<file path="src/rtl/rv_exec_unit.sv">
// rv_exec_unit: multi-cycle RV32I/RV32M integer execute unit holding one operation in flight.
// ALU and illegal ops finish in one cycle, multiplies in MUL_LAT cycles, divides in XLEN+1 cycles.
module rv_exec_unit #(
  parameter int XLEN    = 32,
  parameter int TAG_W   = 5,
  parameter int MUL_LAT = 2
) (
  input  logic             clk,
  input  logic             rst,
  input  logic             flush,
  input  logic             in_valid,
  output logic             in_ready,
  input  logic [4:0]       op,
  input  logic [XLEN-1:0]  a,
  input  logic [XLEN-1:0]  b,
  input  logic [TAG_W-1:0] tag_in,
  output logic             out_valid,
  input  logic             out_ready,
  output logic [XLEN-1:0]  result,
  output logic [TAG_W-1:0] tag_out,
  output logic             illegal
);
  localparam int SHW   = $clog2(XLEN);
  localparam int CNT_W = $clog2(XLEN + MUL_LAT) + 1;
  localparam logic [CNT_W-1:0] MUL_LAST = CNT_W'((MUL_LAT > 1) ? (MUL_LAT - 2) : 0);
  localparam logic [CNT_W-1:0] DIV_LAST = CNT_W'(XLEN - 1);
  localparam logic [XLEN-1:0]  ONES     = {XLEN{1'b1}};
  localparam logic [XLEN-1:0]  ZERO     = {XLEN{1'b0}};
  localparam logic [XLEN-1:0]  MIN_NEG  = {1'b1, {(XLEN-1){1'b0}}};

  localparam logic [4:0] OP_ADD  = 5'd0,  OP_SUB    = 5'd1,  OP_SLL   = 5'd2,  OP_SLT  = 5'd3;
  localparam logic [4:0] OP_SLTU = 5'd4,  OP_XOR    = 5'd5,  OP_SRL   = 5'd6,  OP_SRA  = 5'd7;
  localparam logic [4:0] OP_OR   = 5'd8,  OP_AND    = 5'd9,  OP_MUL   = 5'd10, OP_MULH = 5'd11;
  localparam logic [4:0] OP_MULHSU = 5'd12, OP_MULHU = 5'd13, OP_DIV  = 5'd14, OP_DIVU = 5'd15;
  localparam logic [4:0] OP_REM  = 5'd16, OP_REMU   = 5'd17;

  typedef enum logic [1:0] {S_IDLE = 2'd0, S_MUL = 2'd1, S_DIV = 2'd2, S_DONE = 2'd3} state_t;

  state_t             state_q, state_d;
  logic [CNT_W-1:0]   cnt_q, cnt_d;
  logic [4:0]         op_q, op_d;
  logic [XLEN-1:0]    a_q, a_d;      // multiplicand, or dividend shifting into quotient
  logic [XLEN-1:0]    b_q, b_d;      // multiplier, or divisor magnitude
  logic [XLEN-1:0]    rem_q, rem_d;
  logic               qneg_q, qneg_d, rneg_q, rneg_d;
  logic [TAG_W-1:0]   tag_q, tag_d;
  logic [XLEN-1:0]    result_q, result_d;
  logic               illegal_q, illegal_d;

  logic               accept;
  logic               in_div_signed;
  logic [XLEN:0]      div_shift;
  logic               div_bit;
  logic [XLEN-1:0]    div_rem_nx, div_quo_nx;

  function automatic logic [XLEN-1:0] neg(input logic [XLEN-1:0] x);
    return ~x + 1'b1;
  endfunction

  function automatic logic [XLEN-1:0] alu_res(input logic [4:0] f_op, input logic [XLEN-1:0] x,
                                              input logic [XLEN-1:0] y);
    logic [XLEN-1:0] r;
    case (f_op)
      OP_ADD:  r = x + y;
      OP_SUB:  r = x - y;
      OP_SLL:  r = x << y[SHW-1:0];
      OP_SLT:  r = {{(XLEN-1){1'b0}}, $signed(x) < $signed(y)};
      OP_SLTU: r = {{(XLEN-1){1'b0}}, x < y};
      OP_XOR:  r = x ^ y;
      OP_SRL:  r = x >> y[SHW-1:0];
      OP_SRA:  r = $signed(x) >>> y[SHW-1:0];
      OP_OR:   r = x | y;
      OP_AND:  r = x & y;
      default: r = ZERO;
    endcase
    return r;
  endfunction

  function automatic logic [XLEN-1:0] mul_res(input logic [4:0] f_op, input logic [XLEN-1:0] x,
                                              input logic [XLEN-1:0] y);
    logic [2*XLEN-1:0] xe, ye, p;
    if (f_op == OP_MULH || f_op == OP_MULHSU) begin
      xe = {{XLEN{x[XLEN-1]}}, x};
    end else begin
      xe = {ZERO, x};
    end
    if (f_op == OP_MULH) begin
      ye = {{XLEN{y[XLEN-1]}}, y};
    end else begin
      ye = {ZERO, y};
    end
    p = xe * ye;
    return (f_op == OP_MUL) ? p[XLEN-1:0] : p[2*XLEN-1:XLEN];
  endfunction

  assign in_ready      = ((state_q == S_IDLE) | ((state_q == S_DONE) & out_ready)) & ~flush & ~rst;
  assign accept        = in_valid & in_ready;
  assign in_div_signed = (op == OP_DIV) | (op == OP_REM);
  assign out_valid     = (state_q == S_DONE);
  assign result        = result_q;
  assign tag_out       = tag_q;
  assign illegal       = illegal_q;

  // One restoring-division step on the magnitudes held in a_q/b_q/rem_q.
  assign div_shift  = {rem_q, a_q[XLEN-1]};
  assign div_bit    = (div_shift >= {1'b0, b_q});
  assign div_rem_nx = div_bit ? (div_shift[XLEN-1:0] - b_q) : div_shift[XLEN-1:0];
  assign div_quo_nx = {a_q[XLEN-2:0], div_bit};

  // Next-state and datapath: flush, then accept, then in-flight progress.
  always_comb begin
    state_d   = state_q;
    cnt_d     = cnt_q;
    op_d      = op_q;
    a_d       = a_q;
    b_d       = b_q;
    rem_d     = rem_q;
    qneg_d    = qneg_q;
    rneg_d    = rneg_q;
    tag_d     = tag_q;
    result_d  = result_q;
    illegal_d = illegal_q;
    if (flush) begin
      state_d = S_IDLE;
      cnt_d   = '0;
    end else if (accept) begin
      op_d      = op;
      tag_d     = tag_in;
      cnt_d     = '0;
      illegal_d = 1'b0;
      if (op > OP_REMU) begin
        state_d   = S_DONE;
        result_d  = ZERO;
        illegal_d = 1'b1;
      end else if (op <= OP_AND) begin
        state_d  = S_DONE;
        result_d = alu_res(op, a, b);
      end else if (op <= OP_MULHU) begin
        if (MUL_LAT == 1) begin
          state_d  = S_DONE;
          result_d = mul_res(op, a, b);
        end else begin
          state_d = S_MUL;
          a_d     = a;
          b_d     = b;
        end
      end else if (b == ZERO) begin
        state_d  = S_DONE;
        result_d = (op == OP_DIV || op == OP_DIVU) ? ONES : a;
      end else if (in_div_signed && a == MIN_NEG && b == ONES) begin
        state_d  = S_DONE;
        result_d = (op == OP_DIV) ? a : ZERO;
      end else begin
        state_d = S_DIV;
        a_d     = (in_div_signed && a[XLEN-1]) ? neg(a) : a;
        b_d     = (in_div_signed && b[XLEN-1]) ? neg(b) : b;
        rem_d   = ZERO;
        qneg_d  = in_div_signed & (a[XLEN-1] ^ b[XLEN-1]);
        rneg_d  = in_div_signed & a[XLEN-1];
      end
    end else begin
      case (state_q)
        S_MUL: begin
          if (cnt_q == MUL_LAST) begin
            state_d  = S_DONE;
            cnt_d    = '0;
            result_d = mul_res(op_q, a_q, b_q);
          end else begin
            cnt_d = cnt_q + 1'b1;
          end
        end
        S_DIV: begin
          a_d   = div_quo_nx;
          rem_d = div_rem_nx;
          if (cnt_q == DIV_LAST) begin
            state_d = S_DONE;
            cnt_d   = '0;
            if (op_q == OP_DIV || op_q == OP_DIVU) begin
              result_d = qneg_q ? neg(div_quo_nx) : div_quo_nx;
            end else begin
              result_d = rneg_q ? neg(div_rem_nx) : div_rem_nx;
            end
          end else begin
            cnt_d = cnt_q + 1'b1;
          end
        end
        S_DONE: begin
          if (out_ready) begin
            state_d = S_IDLE;
          end else begin
            state_d = S_DONE;
          end
        end
        S_IDLE:  state_d = S_IDLE;
        default: state_d = S_IDLE;
      endcase
    end
  end

  // State and datapath registers with synchronous reset.
  always_ff @(posedge clk) begin
    if (rst) begin
      state_q   <= S_IDLE;
      cnt_q     <= '0;
      op_q      <= 5'd0;
      a_q       <= ZERO;
      b_q       <= ZERO;
      rem_q     <= ZERO;
      qneg_q    <= 1'b0;
      rneg_q    <= 1'b0;
      tag_q     <= '0;
      result_q  <= ZERO;
      illegal_q <= 1'b0;
    end else begin
      state_q   <= state_d;
      cnt_q     <= cnt_d;
      op_q      <= op_d;
      a_q       <= a_d;
      b_q       <= b_d;
      rem_q     <= rem_d;
      qneg_q    <= qneg_d;
      rneg_q    <= rneg_d;
      tag_q     <= tag_d;
      result_q  <= result_d;
      illegal_q <= illegal_d;
    end
  end

endmodule

</file>
<file path="config.mk">
export PLATFORM = sky130hd
export DESIGN_NAME = rv_exec_unit
export DESIGN_NICKNAME = d
export VERILOG_FILES = /design/src/rtl/rv_exec_unit.sv
export SDC_FILE = /design/constraint.sdc
export NUM_CORES = 2
export LEC_CHECK = 0
export ABC_AREA = 1
export CAP_MARGIN = 25
export CORE_MARGIN = 2
export CORE_UTILIZATION = 50
export DETAILED_ROUTE_END_ITERATION = 16
export PLACE_DENSITY = 0.66
export SLEW_MARGIN = 20
export SYNTH_ARGS = -nofsm -noshare
export SYNTH_HDL_FRONTEND = slang
export SYNTH_SLANG_ARGS = --single-unit
</file>
<file path="constraint.sdc">
create_clock -name clk -period 18.7 [get_ports clk]
set_input_delay 1.87 -clock clk [delete_from_list [all_inputs] [get_ports clk]]
set_output_delay 1.87 -clock clk [all_outputs]
set_load 0.05 [all_outputs]
</file>
==> results.json <==
{
  "status": "completed",
  "routed_via_density": 5.83,
  "cts_tree": "yes",
  "ys.warnings.count": 0,
  "postPlaceCellArea_mm2": 0.0740,
  "worstSetupEndpointType": "register",
  "relSlewSlack": 0.235,
  "cp-startpoint": "op_q[4]$_SDFFE_PP0P_",
  "ctsResizeCount": 0,
  "final_cell_area_mm2": 0.0747,
  "numClockSinks": 150,
  "vias": 67900,
  "final_nets": 11700,
  "syn_nets": 11900,
  "layout-drive-gt1-share": 0.0376,
  "synthTopCellsByCount": "2,550 x inv_1, 2,249 x nand2_1, 1,422 x fa_1",
  "start_kind": "register",
  "crit_top_cell": "fa_1",
  "antenna_found_initial": 17,
  "num_rows": 138,
  "synthCells": 9901,
  "regArea_mm2": 0.00306,
  "timing.fmax_mhz": 92.5,
  "wl_mm": 317,
  "power_mw": 2.15,
  "grt.total_usage": 0.437,
  "ios": 119,
  "p_leak_nw": 40.4,
  "yosysUniqueCellTypes": 65,
  "grt_pass1_vias": 69000,
  "grt_overflow": 0,
  "rsz0062_at_grt": "false",
  "drv_slew": 0,
  "slowest_stage": "fa_1",
  "multi_input_area_mm2": 0.0566,
  "fin_skew_ns": 0.0243,
  "port_buffers": 118,
  "synth_top_area_share": 0.400,
  "synth_area_leader_cell": "fa_1",
  "cpPeakStageDelay_ns": 1.03,
  "synthFlopType": "dfxtp_1",
  "path_class": "reg -> reg",
  "synth_area_mm2": 0.0711,
  "initial_core_util": 0.503,
  "cts_setup_buffers": 0,
  "ant_nets": 0,
  "clockBufferDepth": 2,
  "finalSetupViolCount": 0,
  "core-area_mm2": 0.141,
  "fin_crit_ns": 10.81,
  "setup_tns_ns": 0,
  "synth-edff-count": 0,
  "cts_hold_buffers": 0,
  "die_h_um": 381,
  "synth-seq-cells": 150,
  "dr.first_iter.drc_count": 8201,
  "async_flop_share": 0,
  "insertion_delay_ns": 0.48,
  "die_x_um": 381,
  "worstPathArrival_ns": 11.17,
  "syn_area_per_cell_um2": 7.18,
  "avgRoutedWirePerCell_um": 27.2,
  "area_growth_pct": 5.10,
  "dp_hpwl_mm": 260,
  "pwr_density_cell_mw_per_mm2": 28.8,
  "critical_path_buf_inv_count": 10,
  "worst_r2r_startpoint": "op_q[4]$_SDFFE_PP0P_",
  "period_share": 0.578,
  "grt_pass1_wl_mm": 461,
  "die-area_mm2": 0.145,
  "ir_worst_vdd_uv": 72.4,
  "grt_max_degree": 94,
  "hold_viol": 0,
  "ys_seq_area_frac": 0.0422,
  "fillCellCount": 14000,
  "min_from": "tag_out[4]$_SDFFE_PP0P_",
  "place.gp.congestion": 1.06,
  "h-tree-depth": 4,
  "hold_ws_ns": 0.469,
  "synthTopCellsByArea": "fa_1 40%, inv_1 13%, nand2_1 12%",
  "cts_root_buffer": "clkbuf_16",
  "drcViolationCount": 0,
  "dr.pass1.iters": 9,
  "tightest_slew_ns": 1.14,
  "place_ws_ns": 7.98,
  "cp.required_ns": 19.07,
  "setup_ws_ns": 7.89,
  "hold_class": "reg -> reg",
  "clk_pin_slew_ns": 0.08,
  "numCtsBuffers": 17,
  "path_max_fanout": 35,
  "maxCapViolations": 0,
  "synth.most_common_cell": "inv_1",
  "path_delay_family": "adder cells"
}
## per-stage QoR
step           std cells   util
2_1_floorplan       9901      -
3_3_place_gp       11600  0.524
3_5_place_dp       11600  0.524
4_1_cts            11600  0.528
5_1_grt            11600  0.528
6_report           11600  0.529
## power breakdown
part | switching (mW) | internal, mW
clock | 0.176 | 0.240
combinational | 1.02 | 0.342
sequential | 0.0363 | 0.333
total | 1.23 | 0.916
## logic make-up (layout without fill, tap and decap cells)
logic type,after synthesis,in the layout,synth area share
other cells,0,12,0
mux,11,11,0.00155
fa+ha+maj,1871,1871,0.479
buf+inv,3037,2876,0.162
flops,150,150,0.0422
xor+xnor,116,116,0.0143
simple gates,3376,3376,0.195
compound gates,1340,1340,0.106
## final cells by class
class,count,area share
inverter,2562,0.129
timing repair buffer,282,0.0320
multi-input combinational,6714,0.758
sequential,150,0.0409
clock inverter,15,0.00318
tap,1890,0.0316
clock buffer,17,0.00569
antenna,12,0.000402
## sequential cells by signal, indices dropped and copies added, names as in the netlist
register and cells:
a_q 32, b_q 32, rem_q 32, result 32, cnt_q 7, op_q 5
tag_out 5, state_q 2, illegal 1, qneg_q 1, rneg_q 1
## layer usage
| metal | share of wire | wire length, µm | global-route usage | up-vias |
|---|---|---|---|---|
| met5 | 0.00039 | 123 | 0 | - |
| met4 | 0.066 | 20800 | 0.229 | 20 |
| met3 | 0.12 | 37200 | 0.113 | 982 |
| met2 | 0.44 | 139000 | 0.670 | 4227 |
| met1 | 0.38 | 120000 | 0.567 | 33500 |
| li1 | - | - | - | 29200 |
## worst min-delay path: stages, from the launching register on
cell     delay, ns
dfxtp_1       0.31
nand2_1       0.06
a21oi_1       0.05
## path summary, 6_finish.rpt
check                       endpoint  slack, ns  cells past startpoint
max          result[23]$_SDFFE_PP0P_       7.89                     40
max reg2reg  result[23]$_SDFFE_PP0P_       7.89                     40
min          tag_out[4]$_SDFFE_PP0P_       0.47                      2
min reg2reg  tag_out[4]$_SDFFE_PP0P_       0.47                      2
## layout by cell type (no fill, tap or decap), types with 42 or more instances in the layout
cell and count:
inv_1 2547, nand2_1 2248, fa_1 1422, a21oi_1 523
nor2_1 519, o21ai_0 471, ha_1 449, nand3_1 306
buf_4 164, clkdlybuf4s50_1 114, dfxtp_1 108, a31oi_1 93
xor2_1 80, nor3_1 78, nand4_1 60, dfxtp_2 42
Note: power is estimated with default switching activity, not from simulation.
